<file path="src/rtl/step_debounce.sv">
// Single-step pushbutton front end: synchronizes and debounces PBC/SW, then
// issues one-cycle STEP pulses with optional hold-to-auto-repeat.
module step_debounce #(
  parameter int unsigned DB_CYCLES = 1000000,
  parameter int unsigned RPT_DLY   = 50000000,
  parameter int unsigned RPT_PER   = 25000000
) (
  input  logic       CLK,
  input  logic       RST_N,
  input  logic       PBC,
  input  logic [2:0] SW,
  input  logic       REPEAT_EN,
  output logic       STEP,
  output logic [2:0] X_Q,
  output logic       PBC_DB,
  output logic [7:0] STEP_CNT
);

  localparam int unsigned CNT_W = 32;
  localparam int unsigned NDB   = 4;
  localparam int unsigned PBC_I = 3;
  localparam logic [CNT_W-1:0] DB_LAST  = CNT_W'(DB_CYCLES - 1);
  localparam logic [CNT_W-1:0] DLY_LAST = CNT_W'(RPT_DLY - 1);
  localparam logic [CNT_W-1:0] PER_LAST = CNT_W'(RPT_PER - 1);

  typedef enum logic [1:0] {
    S_IDLE    = 2'd0,
    S_PRESSED = 2'd1,
    S_REPEAT  = 2'd2
  } state_t;

  logic [NDB-1:0]   raw;
  logic [NDB-1:0]   meta;
  logic [NDB-1:0]   sync;
  logic [NDB-1:0]   stable;
  logic [CNT_W-1:0] db_cnt [NDB];
  logic             rep_meta;
  logic             rep_sync;

  state_t           state, state_nxt;
  logic [CNT_W-1:0] hold_cnt, hold_nxt;
  logic             step_c;

  assign raw = {PBC, SW};

  // Two-flop synchronizers for every asynchronous input.
  always_ff @(posedge CLK or negedge RST_N) begin
    if (!RST_N) begin
      meta     <= '0;
      sync     <= '0;
      rep_meta <= 1'b0;
      rep_sync <= 1'b0;
    end else begin
      meta     <= raw;
      sync     <= meta;
      rep_meta <= REPEAT_EN;
      rep_sync <= rep_meta;
    end
  end

  // Per-signal debouncers: the stable value flips after DB_CYCLES differing cycles.
  always_ff @(posedge CLK or negedge RST_N) begin
    if (!RST_N) begin
      stable <= '0;
      for (int i = 0; i < NDB; i++) db_cnt[i] <= '0;
    end else begin
      for (int i = 0; i < NDB; i++) begin
        if (sync[i] == stable[i]) begin
          db_cnt[i] <= '0;
        end else if (db_cnt[i] == DB_LAST) begin
          stable[i] <= ~stable[i];
          db_cnt[i] <= '0;
        end else begin
          db_cnt[i] <= db_cnt[i] + CNT_W'(1);
        end
      end
    end
  end

  always_ff @(posedge CLK or negedge RST_N) begin
    if (!RST_N) begin
      state    <= S_IDLE;
      hold_cnt <= '0;
    end else begin
      state    <= state_nxt;
      hold_cnt <= hold_nxt;
    end
  end

  // Next-state logic; release wins over any repeat pulse due this cycle.
  always_comb begin
    state_nxt = state;
    hold_nxt  = hold_cnt;
    step_c    = 1'b0;
    if (!PBC_DB) begin
      state_nxt = S_IDLE;
      hold_nxt  = '0;
    end else begin
      case (state)
        S_IDLE: begin
          state_nxt = S_PRESSED;
          hold_nxt  = '0;
          step_c    = 1'b1;
        end
        S_PRESSED: begin
          if (!rep_sync) begin
            hold_nxt = '0;
          end else if (hold_cnt == DLY_LAST) begin
            state_nxt = S_REPEAT;
            hold_nxt  = '0;
            step_c    = ~STEP;
          end else begin
            hold_nxt = hold_cnt + CNT_W'(1);
          end
        end
        S_REPEAT: begin
          if (!rep_sync) begin
            state_nxt = S_PRESSED;
            hold_nxt  = '0;
          end else if (hold_cnt == PER_LAST) begin
            hold_nxt = '0;
            step_c   = ~STEP;
          end else begin
            hold_nxt = hold_cnt + CNT_W'(1);
          end
        end
        default: begin
          state_nxt = S_IDLE;
          hold_nxt  = '0;
        end
      endcase
    end
  end

  // Registered outputs; X_Q snapshots the debounced switches with each STEP.
  always_ff @(posedge CLK or negedge RST_N) begin
    if (!RST_N) begin
      STEP     <= 1'b0;
      X_Q      <= '0;
      PBC_DB   <= 1'b0;
      STEP_CNT <= '0;
    end else begin
      STEP   <= step_c;
      PBC_DB <= stable[PBC_I];
      if (step_c) begin
        X_Q      <= stable[2:0];
        STEP_CNT <= STEP_CNT + 8'd1;
      end
    end
  end

endmodule

</file>
<file path="config.mk">
export PLATFORM = sky130hd
export DESIGN_NAME = step_debounce
export DESIGN_NICKNAME = d
export VERILOG_FILES = /design/src/rtl/step_debounce.sv
export SDC_FILE = /design/constraint.sdc
export NUM_CORES = 1
export LEC_CHECK = 0
export ABC_AREA = 1
export BUFFER_PORTS_ARGS = -buffer_cell sky130_fd_sc_hd__buf_4
export CORE_MARGIN = 4
export CORE_UTILIZATION = 50
export DETAILED_ROUTE_END_ITERATION = 8
export PLACE_DENSITY_LB_ADDON = 0.05
export SLEW_MARGIN = 25
export SYNTH_ARGS = -nofsm -noshare
export SYNTH_HDL_FRONTEND = slang
export SYNTH_SLANG_ARGS = --single-unit
</file>
<file path="constraint.sdc">
create_clock -name CLK -period 2.05 [get_ports CLK]
set_input_delay 0.205 -clock CLK [delete_from_list [all_inputs] [get_ports CLK]]
set_output_delay 0.205 -clock CLK [all_outputs]
set_load 0.02 [all_outputs]
</file>
==> results of run 1 <==
sequential cells by signal, summed over array words and instances, names as in the netlist:
name,cells
db_cnt,128
hold_cnt,32
STEP_CNT,8
meta,4
stable,4
sync,4
X_Q,3
state,2
PBC_DB,1
STEP,1
rep_meta,1
rep_sync,1
metal layers:
layer / GRT usage / vias to the layer above / share of wire
li1: - / 4571 / -
met1: 0.327 / 4178 / 0.48
met2: 0.346 / 212 / 0.46
met3: 0.0433 / 15 / 0.051
met4: 0.0408 / 0 / 0.0070
met5: 0 / - / 0
critical path, cell delays in order, from the launching register on:
cell	delay (ns)
dfrtp_1	0.40
nor4_1	0.54
nand3_1	0.14
nor2_1	0.21
nand2_1	0.10
nand2_1	0.28
nor2_1	0.08
power by group through the flow:
stage | clock (W) | sequential, W | combinational, W
after floorplan | 0 | 0.00385 | 0.0000697
after global placement | 0 | 0.00385 | 0.000195
after detailed placement | 0 | 0.00385 | 0.000197
after CTS | 0.00343 | 0.00378 | 0.000208
after global routing | 0.00359 | 0.00378 | 0.000234
final | 0.00333 | 0.00378 | 0.000198
cell type report:
cell class                 count  area share
inverter                     143      0.0450
timing repair buffer          48      0.0341
multi-input combinational   1059       0.447
clock buffer                  19      0.0371
sequential                   189       0.396
tap                          275      0.0288
clock inverter                13      0.0121
what timing repair did:
action                                  CTS  global route
resized for setup                         0             6
setup buffers                             0             3
endpoints found under the setup margin    0            25
hold endpoints to repair                 45             0
hold buffers                              6             0
per-stage QoR:
step	util	cells	setup WS, ns
after floorplan	-	1406	0.392
after global placement	0.534	1705	0.188
after detailed placement	0.534	1705	0.185
after CTS	0.565	1743	0.157
after global routing	0.568	1746	0.000306
final	0.568	1746	0.170
kinds of logic after synthesis:
| family | after synthesis | synth area share |
|---|---|---|
| AND/OR/NAND/NOR | 905 | 0.373 |
| buffers and inverters | 158 | 0.0595 |
| adder cells (fa/ha/maj) | 10 | 0.0117 |
| XOR/XNOR | 122 | 0.100 |
| AO/OA/AOI/OAI | 22 | 0.0119 |
| flip-flops | 189 | 0.444 |
cell usage in the layout, fill, tap and decap left out, types with 2 or more instances in the layout:
master         count
nand4_1           38
inv_2              2
dlygate4sd3_1      6
and3_1             2
nor2_1           294
clkbuf_8           2
clkinv_4           2
nor3_2             5
nand2_8            2
nand3_1           82
a211oi_1           2
inv_8              5
nand3_2            3
buf_4             39
nor3b_1            6
clkbuf_16         17
nand2_1          330
inv_6              4
o21ai_0            7
nor3_1            94
nor2_4             2
inv_1            141
nor4_1            14
nand2_4            4
xor2_1            87
buf_12             2
xnor2_1           35
or2_2              2
nor3_4             3
nand3b_1           7
ha_1              10
nand2_2            8
a21oi_1            7
nor2_2             8
dfrtp_1          189
worst paths after layout:
kind / start / end / slack, ns
worst max register to register: db_cnt[111]$_DFF_PN0_ / db_cnt[105]$_DFF_PN0_ / 0.17
min in group CLK: meta[3]$_DFF_PN0_ / sync[3]$_DFF_PN0_ / 0.36
worst max-delay path: db_cnt[111]$_DFF_PN0_ / db_cnt[105]$_DFF_PN0_ / 0.17
worst min-delay path: RST_N / db_cnt[9]$_DFF_PN0_ / 0.27
max in group asynchronous: RST_N / db_cnt[80]$_DFF_PN0_ / 1.12
worst min register to register: meta[3]$_DFF_PN0_ / sync[3]$_DFF_PN0_ / 0.36
==> impl_metrics.yaml, run 1 <==
routing:
  vias: 8976
  route.detailed.drc: 0
  wl_per_cell_um: 14.7
  drt_pass1_iterations: 5
  drt_iter0_drc: 677
  via_per_inst: 5.14
  drt-total-wl_mm: 25.6
  antenna_left: 0
yosys:
  synth_top_area_frac: 0.444
  yosysTopAreaCell: "dfrtp_1"
  synth_edf_count: 0
  yosysMostFrequentCell: "nand2_1"
  async_flop_share: 1.00
  synth_area_um2: 10700
  ys_seq_area_frac: 0.444
  synthTopCellsByArea: "dfrtp_1, nand2_1, nor2_1"
  ys_types: 38
  ys.flop_type: "dfrtp_1"
  syn_inst: 1406
  synth_warnings: 0
  synthTopCellsByCount: "nand2_1, nor2_1, dfrtp_1"
  syn_area_per_cell_um2: 7.58
  synth_nets: 1423
  synth_seq_cells: 189
place:
  hpwl_mm: 19.5
  port_buffers: 19
  post_dp_cell_area_um2: 11200
  globalplace.congestion: 0.937
sta:
  relSlewSlack: 0.562
  fmax_ghz: 0.532
  finalSetupViolations: 0
  setup_tns_ns: 0
  hold_viol: 0
  tightest_slew_ns: 0.650
  holdWs_ns: 0.273
  fin_crit_ns: 1.88
  rsz0062_at_grt: "no"
  skew_ns: 0.0125
  slew_viol_final: 0
  fin_crit_sh: 0.917
final_layout:
  diodes: 0
  fin_nets: 1475
  design_area_um2: 11900
  drive_gt1_frac: 0.0761
  regArea_um2: 4730
  fillers: 1993
  multiInputGateArea_um2: 5330
  syn_to_final_growth_pct: 11.9
power_and_ir_drop:
  ir_drop_mv: 0.480
  pwr_density_cell_nw_per_um2: 612
  leakage_nw: 4.91
  internal-power_w: 0.00558
  combinationalPowerShare: 0.027
  p_sw_w: 0.00173
  switching_share: 0.237
  total_power_w: 0.00731
  p_seq_frac: 0.517
  clockPowerShare: 0.456
die:
  rows: 53
  die_y_um: 154
  die-area_um2: 23700
  start_util: 0.507
  io_pins: 20
  core_area_um2: 21000
  die_w_um: 154
worst_setup_path:
  cp_data_required_time_ns: 2.36
  end_kind: "flip-flop"
  critPathMaxFanout: 9
  reg2reg_depth: 6
  start_kind: "flip-flop"
  worst-setup-path-type: "reg2reg"
  arrival_ns: 2.19
grt:
  grt_pass1_vias: 8639
  antenna_found_initial: 0
  track_usage: 0.222
  gr-total-overflow: 0
  grt_pass1_wl_mm: 43.1
  grt_max_degree: 46
clock_network:
  insertion_delay_ns: 0.44
  clk_path_buf_depth: 2
  cts_tree: "yes"
  numCtsBuffers: 17
  cts_sinks: 189
  clk_pin_slew_ns: 0.08
  htree_num_levels: 4
  cts-root-buf: "clkbuf_16"
min_path:
  min_path_type: "in2async"
run:
  max_cap_viol_count: 0
outcome:
  status: "complete, no violations"
Note: power is estimated with default switching activity, not from simulation.
==> inputs of run 2 (changes only) <==
--- a/config.mk
+++ b/config.mk
@@ -5,7 +5,6 @@
 export SDC_FILE = /design/constraint.sdc
 export NUM_CORES = 1
 export LEC_CHECK = 0
-export ABC_AREA = 1
 export BUFFER_PORTS_ARGS = -buffer_cell sky130_fd_sc_hd__buf_4
 export CORE_MARGIN = 4
 export CORE_UTILIZATION = 50
==> run 2 against run 1 <==
Net effect:
- the run now ends with negative setup slack left
- synthesized cell count is 29% lower
- cell area is 4.2% lower
- maximum frequency is 15% lower
- clock-buffer cell count is 1 higher
- final cell count is 22% lower
- critical path type unchanged
- largest power group unchanged
==> impl_metrics.yaml, run 2 <==
outcome:
  status: "finished with violations"
  violations: "negative setup slack"
final_layout:
  top_regs: "db_cnt x128, hold_cnt x32, STEP_CNT x8"
  mostFrequentLayoutCell: "dfrtp_1"
  fin_nets: 1099
  design_area_um2: 11400
  drive_gt1_frac: 0.187
  fin_cells: 1354
  mostFrequentLayoutCells: "dfrtp_1, nor2_1, xnor2_1"
  top_register: "db_cnt"
  syn_to_final_growth_pct: 18.1
  largest_reg_flops: 128
  fillers: 1632
  diodes: 0
die:
  die_w_um: 147
  die_y_um: 147
  core_area_um2: 18900
  start_util: 0.513
  rows: 50
  io_pins: 20
  die-area_um2: 21700
yosys:
  synth_edf_count: 0
  synth_area_um2: 9680
  ys_types: 53
  ys_seq_area_frac: 0.488
  ys.flop_type: "dfrtp_1"
  syn_inst: 994
  synth_warnings: 0
  synthTopCellsByArea: "dfrtp_1, xnor2_1, nor2_1"
  synth_nets: 1011
  yosysTopAreaCell: "dfrtp_1"
  syn_area_per_cell_um2: 9.74
  async_flop_share: 1.00
  synthTopCellsByCount: "dfrtp_1, nor2_1, xnor2_1"
  synth_seq_cells: 189
  yosysMostFrequentCell: "dfrtp_1"
  synth_top_area_frac: 0.488
place:
  placedCellCount: 1309
  port_buffers: 19
  post_dp_cell_area_um2: 10700
  hpwl_mm: 13.3
  globalplace.congestion: 0.806
clock_network:
  cts_tree: "yes"
  htree_num_levels: 4
  clk_pin_slew_ns: 0.07
  clk_path_buf_depth: 2
  cts-root-buf: "clkbuf_16"
  numCtsBuffers: 17
  cts_sinks: 189
  insertion_delay_ns: 0.43
grt:
  antenna_found_initial: 0
  grt_pass1_vias: 6959
  gr-total-overflow: 0
  track_usage: 0.186
  grt_max_degree: 69
  grt_pass1_wl_mm: 33.8
power_and_ir_drop:
  ir_drop_mv: 0.523
  leakage_nw: 4.56
  pwr_density_cell_nw_per_um2: 617
  total_power_w: 0.00706
sta:
  skew_ns: 0.00929
  relSlewSlack: 0.605
  rsz0062_at_grt: "yes"
  tightest_slew_ns: 0.592
  fmax_ghz: 0.454
  holdWs_ns: 0.347
  fin_crit_sh: 1.08
  finalSetupViolations: 42
  setup_ws_ns: -0.154
  hold_viol: 0
  fin_crit_ns: 2.20
  slew_viol_final: 0
routing:
  wl_met1_mm: 9.91
  vias: 7218
  drt_pass1_iterations: 4
  drt-total-wl_mm: 19.4
  top_layer: "met4"
  via_per_inst: 5.33
  route.detailed.drc: 0
  wl_per_cell_um: 14.3
  drt_iter0_drc: 363
  wl_met2_mm: 8.66
  antenna_left: 0
  dr_wl_met3_um: 627
min_path:
  min_path_type: "in2async"
worst_setup_path:
  crit_chain: "or4b_1, nor4_2, buf_4, a31oi_4, o2111ai_4, buf_6, buf_16, nor2_2"
  critPathMaxFanout: 5
  start_kind: "flip-flop"
  critPathMaxStageDelay_ns: 0.53
  arrival_ns: 2.52
  slowest_stage: "or4b_1"
  end_kind: "flip-flop"
  worst-setup-path-type: "reg2reg"
  cp_data_required_time_ns: 2.36
run:
  max_cap_viol_count: 0
[run 2: worst paths after layout]
check / from / to / slack (ns) / cells after the start
min in group CLK: meta[3]$_DFF_PN0_ / sync[3]$_DFF_PN0_ / 0.35 / 0
setup / recovery: hold_cnt[27]$_DFF_PN0_ / hold_cnt[28]$_DFF_PN0_ / -0.15 / 8
max in group asynchronous: RST_N / db_cnt[11]$_DFF_PN0_ / 1.05 / 3
hold reg to reg: meta[3]$_DFF_PN0_ / sync[3]$_DFF_PN0_ / 0.35 / 0
hold / removal: RST_N / hold_cnt[0]$_DFF_PN0_ / 0.35 / 2
setup reg to reg: hold_cnt[27]$_DFF_PN0_ / hold_cnt[28]$_DFF_PN0_ / -0.15 / 8
[run 2: final cells by class]
cell class / instances / area (um^2) / area share
Clock buffer: 20 / 457 / 0.0399
Clock inverter: 11 / 88.8 / 0.00776
Inverter: 35 / 131 / 0.0115
Multi-Input combinational cell: 723 / 4680 / 0.409
Sequential cell: 189 / 4730 / 0.413
Tap cell: 260 / 325 / 0.0284
Timing Repair Buffer: 116 / 1030 / 0.0900
[run 2: per-stage QoR]
| stage | TNS, ns | utilization | worst slack (ns) |
|---|---|---|---|
| global placement | -4.65 | 0.565 | -0.166 |
| global route | -8.02 | 0.606 | -0.247 |
| floorplan | -0.0711 | - | -0.0111 |
| finish | -4.40 | 0.606 | -0.154 |
| detailed placement | -4.81 | 0.565 | -0.170 |
| CTS | -3.52 | 0.603 | -0.127 |
[run 2: logic make-up (layout without fill, tap and decap cells)]
kind of cell	after synthesis	after routing	share of synthesized area
AND/OR/NAND/NOR	515	515	0.284
flip-flops	189	189	0.488
XOR/XNOR	147	147	0.133
buffers and inverters	82	182	0.0379
AO/OA/AOI/OAI	42	42	0.0314
adder cells (fa/ha/maj)	10	10	0.0129
multiplexers	9	9	0.0120
[run 2: repair_timing]
item | CTS | global route
cloned | 2 | 0
setup buffers | 5 | 3
pin swaps | 1 | 11
hold buffers | 6 | 0
setup endpoints to repair | 44 | 79
gates resized for setup | 13 | 9
endpoints found under the hold margin | 67 | 0
[run 2: per-layer routing]
| layer | vias up | GRT usage |
|---|---|---|
| li1 | 3626 | - |
| met1 | 3487 | 0.271 |
| met2 | 88 | 0.288 |
| met3 | 17 | 0.0438 |
| met4 | 0 | 0.0396 |
| met5 | - | 0 |
[run 2: power breakdown]
| part | switching, W | internal, W | total (W) |
|---|---|---|---|
| clock | 0.00144 | 0.00162 | 0.00306 |
| sequential | 0.0000240 | 0.00376 | 0.00378 |
| combinational | 0.000142 | 0.0000733 | 0.000215 |
| total | 0.00160 | 0.00545 | 0.00706 |
[run 2: worst max-delay path: cells and delay by family (launching register included)]
family / cells / cell delay (ns)
AO/OA/AOI/OAI: 2 / 0.36
flip-flops: 1 / 0.39
AND/OR/NAND/NOR: 3 / 0.86
buffers and inverters: 3 / 0.48
